### src/rtl/instr_encoder_loader.sv
// instr_encoder_loader: packs decoded instruction fields into 24-bit words and
// streams them through a small FIFO into instruction memory at consecutive addresses.
module instr_encoder_loader #(
  parameter int ADDR_W = 8,
  parameter int DEPTH  = 4
) (
  input  logic              clk,
  input  logic              rst_n,
  input  logic              start,
  input  logic [ADDR_W-1:0] base_addr,
  input  logic              in_valid,
  output logic              in_ready,
  input  logic [0:5]        op,
  input  logic [0:1]        Rd,
  input  logic [0:1]        Rs,
  input  logic [0:1]        Rt,
  input  logic [0:11]       immediate,
  input  logic              last,
  output logic              mem_we,
  output logic [ADDR_W-1:0] mem_addr,
  output logic [0:23]       mem_wdata,
  input  logic              mem_ready,
  output logic              busy,
  output logic              done,
  output logic [ADDR_W:0]   count
);
  localparam int PW = $clog2(DEPTH);
  typedef enum logic [1:0] {IDLE, LOAD, DRAIN, DONE} state_t;
  state_t            state;
  logic [23:0]       fifo [DEPTH];
  logic [PW-1:0]     wp, rp;
  logic [PW:0]       occ;
  logic [ADDR_W-1:0] addr;
  logic              full, empty, push, pop;
  assign full      = occ == (PW+1)'(DEPTH);
  assign empty     = occ == '0;
  assign in_ready  = (state == LOAD) && !full;
  assign push      = in_valid && in_ready;
  assign mem_we    = !empty && (state == LOAD || state == DRAIN);
  assign pop       = mem_we && mem_ready;
  assign mem_addr  = addr;
  // Empty FIFO reads as zero so the unreset storage never leaks onto the bus.
  assign mem_wdata = empty ? '0 : fifo[rp];
  always_ff @(posedge clk)
    if (push) fifo[wp] <= {op, Rd, Rs, Rt, immediate};
  always_ff @(posedge clk or negedge rst_n)
    if (!rst_n) begin
      state <= IDLE;
      wp    <= '0;
      rp    <= '0;
      occ   <= '0;
      addr  <= '0;
      count <= '0;
      busy  <= 1'b0;
      done  <= 1'b0;
    end else begin
      occ <= occ + (PW+1)'(push) - (PW+1)'(pop);
      if (push) wp <= wp + 1'b1;
      if (pop) begin
        rp   <= rp + 1'b1;
        addr <= addr + 1'b1;
        if (count != '1) count <= count + 1'b1;
      end
      case (state)
        IDLE:
          if (start) begin
            state <= LOAD;
            addr  <= base_addr;
            count <= '0;
            busy  <= 1'b1;
          end
        LOAD:
          if (push && last) state <= DRAIN;
        DRAIN:
          if (empty) begin
            state <= DONE;
            busy  <= 1'b0;
            done  <= 1'b1;
          end
        DONE: begin
          state <= IDLE;
          done  <= 1'b0;
        end
      endcase
    end
endmodule
### config.mk
export PLATFORM = sky130hd
export DESIGN_NAME = instr_encoder_loader
export DESIGN_NICKNAME = d
export VERILOG_FILES = /design/src/rtl/instr_encoder_loader.sv
export SDC_FILE = /design/constraint.sdc
export NUM_CORES = 1
export LEC_CHECK = 0
export BUFFER_PORTS_ARGS = -buffer_cell sky130_fd_sc_hd__buf_2
export CELL_PAD_IN_SITES_DETAIL_PLACEMENT = 0
export CELL_PAD_IN_SITES_GLOBAL_PLACEMENT = 1
export CORE_UTILIZATION = 30
export CTS_CLUSTER_DIAMETER = 30
export DETAILED_ROUTE_END_ITERATION = 8
export PLACE_DENSITY = 0.61
export SETUP_SLACK_MARGIN = 0.05
export SLEW_MARGIN = 40
export SYNTH_ARGS = -nofsm -noshare
export SYNTH_HDL_FRONTEND = slang
export SYNTH_SLANG_ARGS = --single-unit
### constraint.sdc
create_clock -name clk -period 2.45 [get_ports clk]
set_clock_uncertainty 0.2 [all_clocks]
set_input_delay 0.49 -clock clk [delete_from_list [all_inputs] [get_ports clk]]
set_output_delay 0.49 -clock clk [all_outputs]
set_load 0.03 [all_outputs]
Word level (Yosys, flattened, before mapping). Memory sizes are Yosys's and may differ from the RTL's. Cells that the tools add are included.

Multiplexer cells: 19. Equality and inequality tests: 8. Reductions and logical operators: 15. Add/sub/neg operators: 6.

Operators with widths (count): 2-to-1 mux 9 bit (4); 2-to-1 mux 24 bit (1); 2-to-1 mux 8 bit (3); adder 9 x 1 -> 9 bit, second input constant (1); != test 9 bit, second input constant (1); adder 8 x 1 -> 8 bit, second input constant (1); one-hot mux 2 bit (4 select lines) (1); 2-to-1 mux 2 bit (3); AND reduction 3 bit (2); logical AND 1 bit (5); 2-to-1 mux 1 bit (5); adder 2 x 1 -> 2 bit, second input constant (2); == test 2 bit, second input constant (2); != test 2 bit, second input constant (2); one-hot mux 1 bit (2 select lines) (2); nonzero test 2 bit (2); adder 3 x 1 -> 3 bit (1); == test 3 bit, second input constant (1); zero test 3 bit (1); subtractor 3 x 1 -> 3 bit (1); == test 2 x 1 -> 1 bit, second input constant (1); zero test 1 bit (2); zero test 2 bit (1); != test 2 x 1 -> 1 bit, second input constant (1); other kinds (2) (2).

Memories kept: 1. Memory bits (writable): 96. Logic and storage cells: 57. Register bits after elaboration: 28. Input port bits: 38. Output and inout port bits: 45.

Memories: fifo (words 4, width 24, read ports 1, clocked after memory_dff 0, wr ports 1, RTL line 30) `logic [23:0] fifo [DEPTH];`.

Logic depth before layout (Yosys ltp).
Word-level depth: 7. Depth in mapped cells: 11. Mapped depth without buffers: 11.

Worst setup path before layout. No wires, ideal clock.

Kind: register -> register. From: register state[1]. To: register occ[2]. Arrival: 2.968 ns. Period minus slack after synthesis: 3.292 ns. Data required time: 2.126 ns. Library setup time: 0.124 ns. Buffers on the path: 0. Stages on the path, launching flop included: 12. Path slack: -0.842 ns. Cell sequence: dfrtp_1 > inv_1 > ha_1 > a21boi_0 > and2_1 > inv_1 > ha_1 > inv_1 > ha_1 > fa_1 > xor2_1 > xnor2_1.

Longest elaborated chain between the ends: 5. Elaborated cells between the ends (all ways): 9. Classes of those cells: add/sub (2); eq/ne (2); reduce/logical (5).

Ends and longest elaborated chain: start, declared (RTL line 29) `state_t state;`; start signal, assigned (RTL line 48) `state <= IDLE;`; start signal, assigned (RTL line 67) `state <= LOAD;`; start signal, assigned (RTL line 73) `if (push && last) state <= DRAIN;`; == test 2 x 1 -> 1 bit (RTL line 37) `assign in_ready = (state == LOAD) && !full;`; logical AND 1 bit (RTL line 37); named net in_ready (RTL line 12) `output logic in_ready,`; logical AND 1 bit (RTL line 38) `assign push = in_valid && in_ready;`; adder 3 x 1 -> 3 bit (RTL line 57) `occ <= occ + (PW+1)'(push) - (PW+1)'(pop);`; subtractor 3 x 1 -> 3 bit (RTL line 57); end signal, assigned (RTL line 57); end, declared (RTL line 32) `logic [PW:0] occ;`.

The timed path passes the listed nets, and every way through them passes these cells. A chain may end at the register's enable or synchronous reset.

Final worst setup path.
From: register rp[0]. To: output port mem_wdata[5] in the netlist's numbering.

Longest elaborated chain between the ends: 2.

Ends and longest elaborated chain: start, declared (RTL line 31) `logic [PW-1:0] wp, rp;`; start signal, assigned (RTL line 60) `rp <= rp + 1'b1;`; memory read (4 x 24 bit); 2-to-1 mux 24 bit (RTL line 43) `assign mem_wdata = empty ? '0 : fifo[rp];`; end, declared (RTL line 21) `output logic [0:23] mem_wdata,`.

No other way between the ends.

==> flow_summary.toml <==
[run_status]
status = "complete, but fails checks"
violations = "setup timing"

[floorplanning]
rows = 47
fp.dieH_um = 134
ios = 83
die_area_um2 = 17800
core-area_um2 = 16800
start_util = 0.310
die_w_um = 134

[routing]
drtIter0Drc = 137
vias = 2988
vias_per_cell = 4.55
wl_um = 10700
ant_nets = 0
maxUsedRoutingLayer = "met4"
drtPass1Iterations = 4
met1_length_um = 4910
met3_length_um = 415
drc_errors = 0
wl_per_cell_um = 16.3
route.met2.wl_um = 5280

[logic_synthesis]
synthesis.area_um2 = 5190
yosysWarnings = 0
synth.top_cell.area_share = 0.556
avgSynthCellArea_um2 = 16.6
synth_seq_cells = 124
syn-num-nets = 363
yosys.area.top_type = "edfxtp_1"
netlist_top_cells_area = "edfxtp_1, dfrtp_1, mux4_2, and2_1, ha_1"
synth_cell_types = 37
ys_seq_area_frac = 0.691
syn_inst = 312

[timing]
fin_crit_ns = 2.55
setup_violations = 24
max_slew_margin = 0.541
layout_worst_path_cycle_share = 1.04
setup_ws_ns = -0.103
rsz0062_at_grt = "yes"
maxSlewViolCount = 0
tightest_slew_ns = 0.689
hold_violations = 0
tns_ns = -2.06
max_freq_mhz = 392

[power_and_ir_drop]
powerDensity_nw_per_um2 = 1350
leakage_uw = 0.00268
p_comb_frac = 0.432
ir_drop_mv = 0.591
power.internal_uw = 6150
switchingPower_uw = 3220
seq_power_share = 0.302
pwr-share-clk = 0.266
p_sw_frac = 0.344

[place]
placed_cell_area_um2 = 6030
hpwl_um = 6890
portBuffers = 82
place.gp.congestion = 0.716

[critical_path]
crit_path_start_kind = "flip-flop"
end_kind = "output pin"
r2r_slack_ns = 0.09
cp_max_fo = 16
worst_r2r_startpoint = "state[1]"
critical_path_class = "reg2out"
cp_data_required_time_ns = 1.76
cp.arrival_ns = 1.86
crit_path_start = "rp[0]"

[final_layout]
layout_common_cells = "edfxtp_1, buf_2, dfrtp_1"
seqCellArea_um2 = 3590
layout-drive-gt1-share = 0.449
diodes = 0
final_common_cell = "edfxtp_1"
final_cell_area_um2 = 6920
final_nets = 476
multi_input_area_um2 = 1650
area_growth_pct = 33.3
fillCellCount = 1554

[hold_path]
hold_class = "in2reg"
hp-start = "base_addr[6]"

[flow_run]
cap_violations = 0

[clock_tree]
clockBufferDepth = 2
cts.clk_slew.worst_paths_ns = 0.05
cts_max_level = 4
clock_latency_ns = 0.41
cts_tree = "built"
ctsRootBufferMaster = "clkbuf_16"
cts_buffers = 17
cts.sinks = 124

[global_routing]
grt_max_degree = 29
track_usage = 0.129
first_global_vias = 3119
grt_pass1_wl_um = 16900
grt_overflow = 0
antenna_found_initial = 0
[Yosys cell counts]
master / count
mux4_2: 24
o21ai_0: 11
ha_1: 12
mux2_2: 1
fa_1: 1
nand3_1: 5
mux2i_1: 3
nor2_1: 11
nor3_1: 1
and3_1: 9
o211ai_1: 1
a221o_2: 1
a21oi_1: 1
mux2_4: 1
edfxtp_1: 96
xnor2_1: 5
nand2_1: 18
a21o_2: 1
a21boi_0: 1
o21bai_1: 1
nor4_1: 1
o311a_2: 1
xor2_1: 10
o31a_1: 1
nand4_1: 4
inv_1: 10
clkbuf_1: 6
and4_1: 2
a41o_1: 2
a31oi_1: 3
buf_1: 2
nor2b_1: 1
buf_2: 5
or3_1: 1
a22o_1: 1
dfrtp_1: 28
and2_1: 30
[kinds of logic after synthesis]
kind of cell	share of synthesized area
AO/OA/AOI/OAI	0.0328
XOR/XNOR	0.0253
adder cells (fa/ha/maj)	0.0328
buffers and inverters	0.0178
flip-flops	0.691
multiplexers	0.115
AND/OR/NAND/NOR	0.0856
[stage by stage]
step                      utilization  setup WS [ns]  hold WS (ns)  instances  power (µW)
after floorplan                     -         -0.121      -0.00559        312        5240
after global placement          0.360          0.102         0.317        617        6230
after detailed placement        0.360         0.0539         0.326        617        6290
after CTS                       0.409         -0.157        0.0689        655        9390
after global routing            0.413         -0.170        0.0811        657        9870
final                           0.413         -0.103        0.0838        657        9370
[routing by layer]
layer	vias to the layer above	GRT usage
li1	1409	-
met4	0	0.0530
met3	7	0.0400
met5	-	0
met2	64	0.208
met1	1508	0.162
[state kept, by name (all words and copies together), names as in the netlist]
register / cells
done: 1
count: 9
occ: 3
wp: 2
rp: 2
fifo: 96
busy: 1
mem_addr: 8
state: 2
[area by class of cell]
type,instances,area share
clock buffers,17,0.0615
inverters,10,0.00542
well taps,220,0.0398
clock inverters,14,0.0246
repair buffers,107,0.112
flip-flops and latches,124,0.518
multi-input cells,165,0.238
[power groups by stage]
stage                     combinational [µW]  clock, µW  sequential [µW]
after CTS                               4010       2560             2820
after detailed placement                3390          0             2900
after global routing                    4350       2650             2870
final                                   4050       2490             2830
after global placement                  3350          0             2880
after floorplan                         2220          0             3020
[worst paths after layout]
path                                endpoint  cells past startpoint
worst max-delay path            mem_wdata[5]                      4
worst min-delay path             mem_addr[6]                      3
worst max register to register        occ[2]                     11
worst min register to register      count[8]                      2
max in group asynchronous             occ[2]                      2
min in group asynchronous        mem_addr[0]                      2
[critical path, cell delays in order, from the launching register on]
cell     delay (ns)
dfrtp_2        0.43
buf_12         0.20
mux4_2         0.52
and2_4         0.18
buf_6          0.13
[what timing repair did]
| item | 4_1_cts | 5_1_grt |
|---|---|---|
| setup endpoints to repair | 25 | 26 |
| pin swaps | 0 | 1 |
| gates resized for setup | 57 | 9 |
| buffers inserted | 6 | 3 |
| hold buffers | 1 | 0 |
| endpoints found under the hold margin | 28 | 0 |
Note: power is estimated with default switching activity, not from simulation.
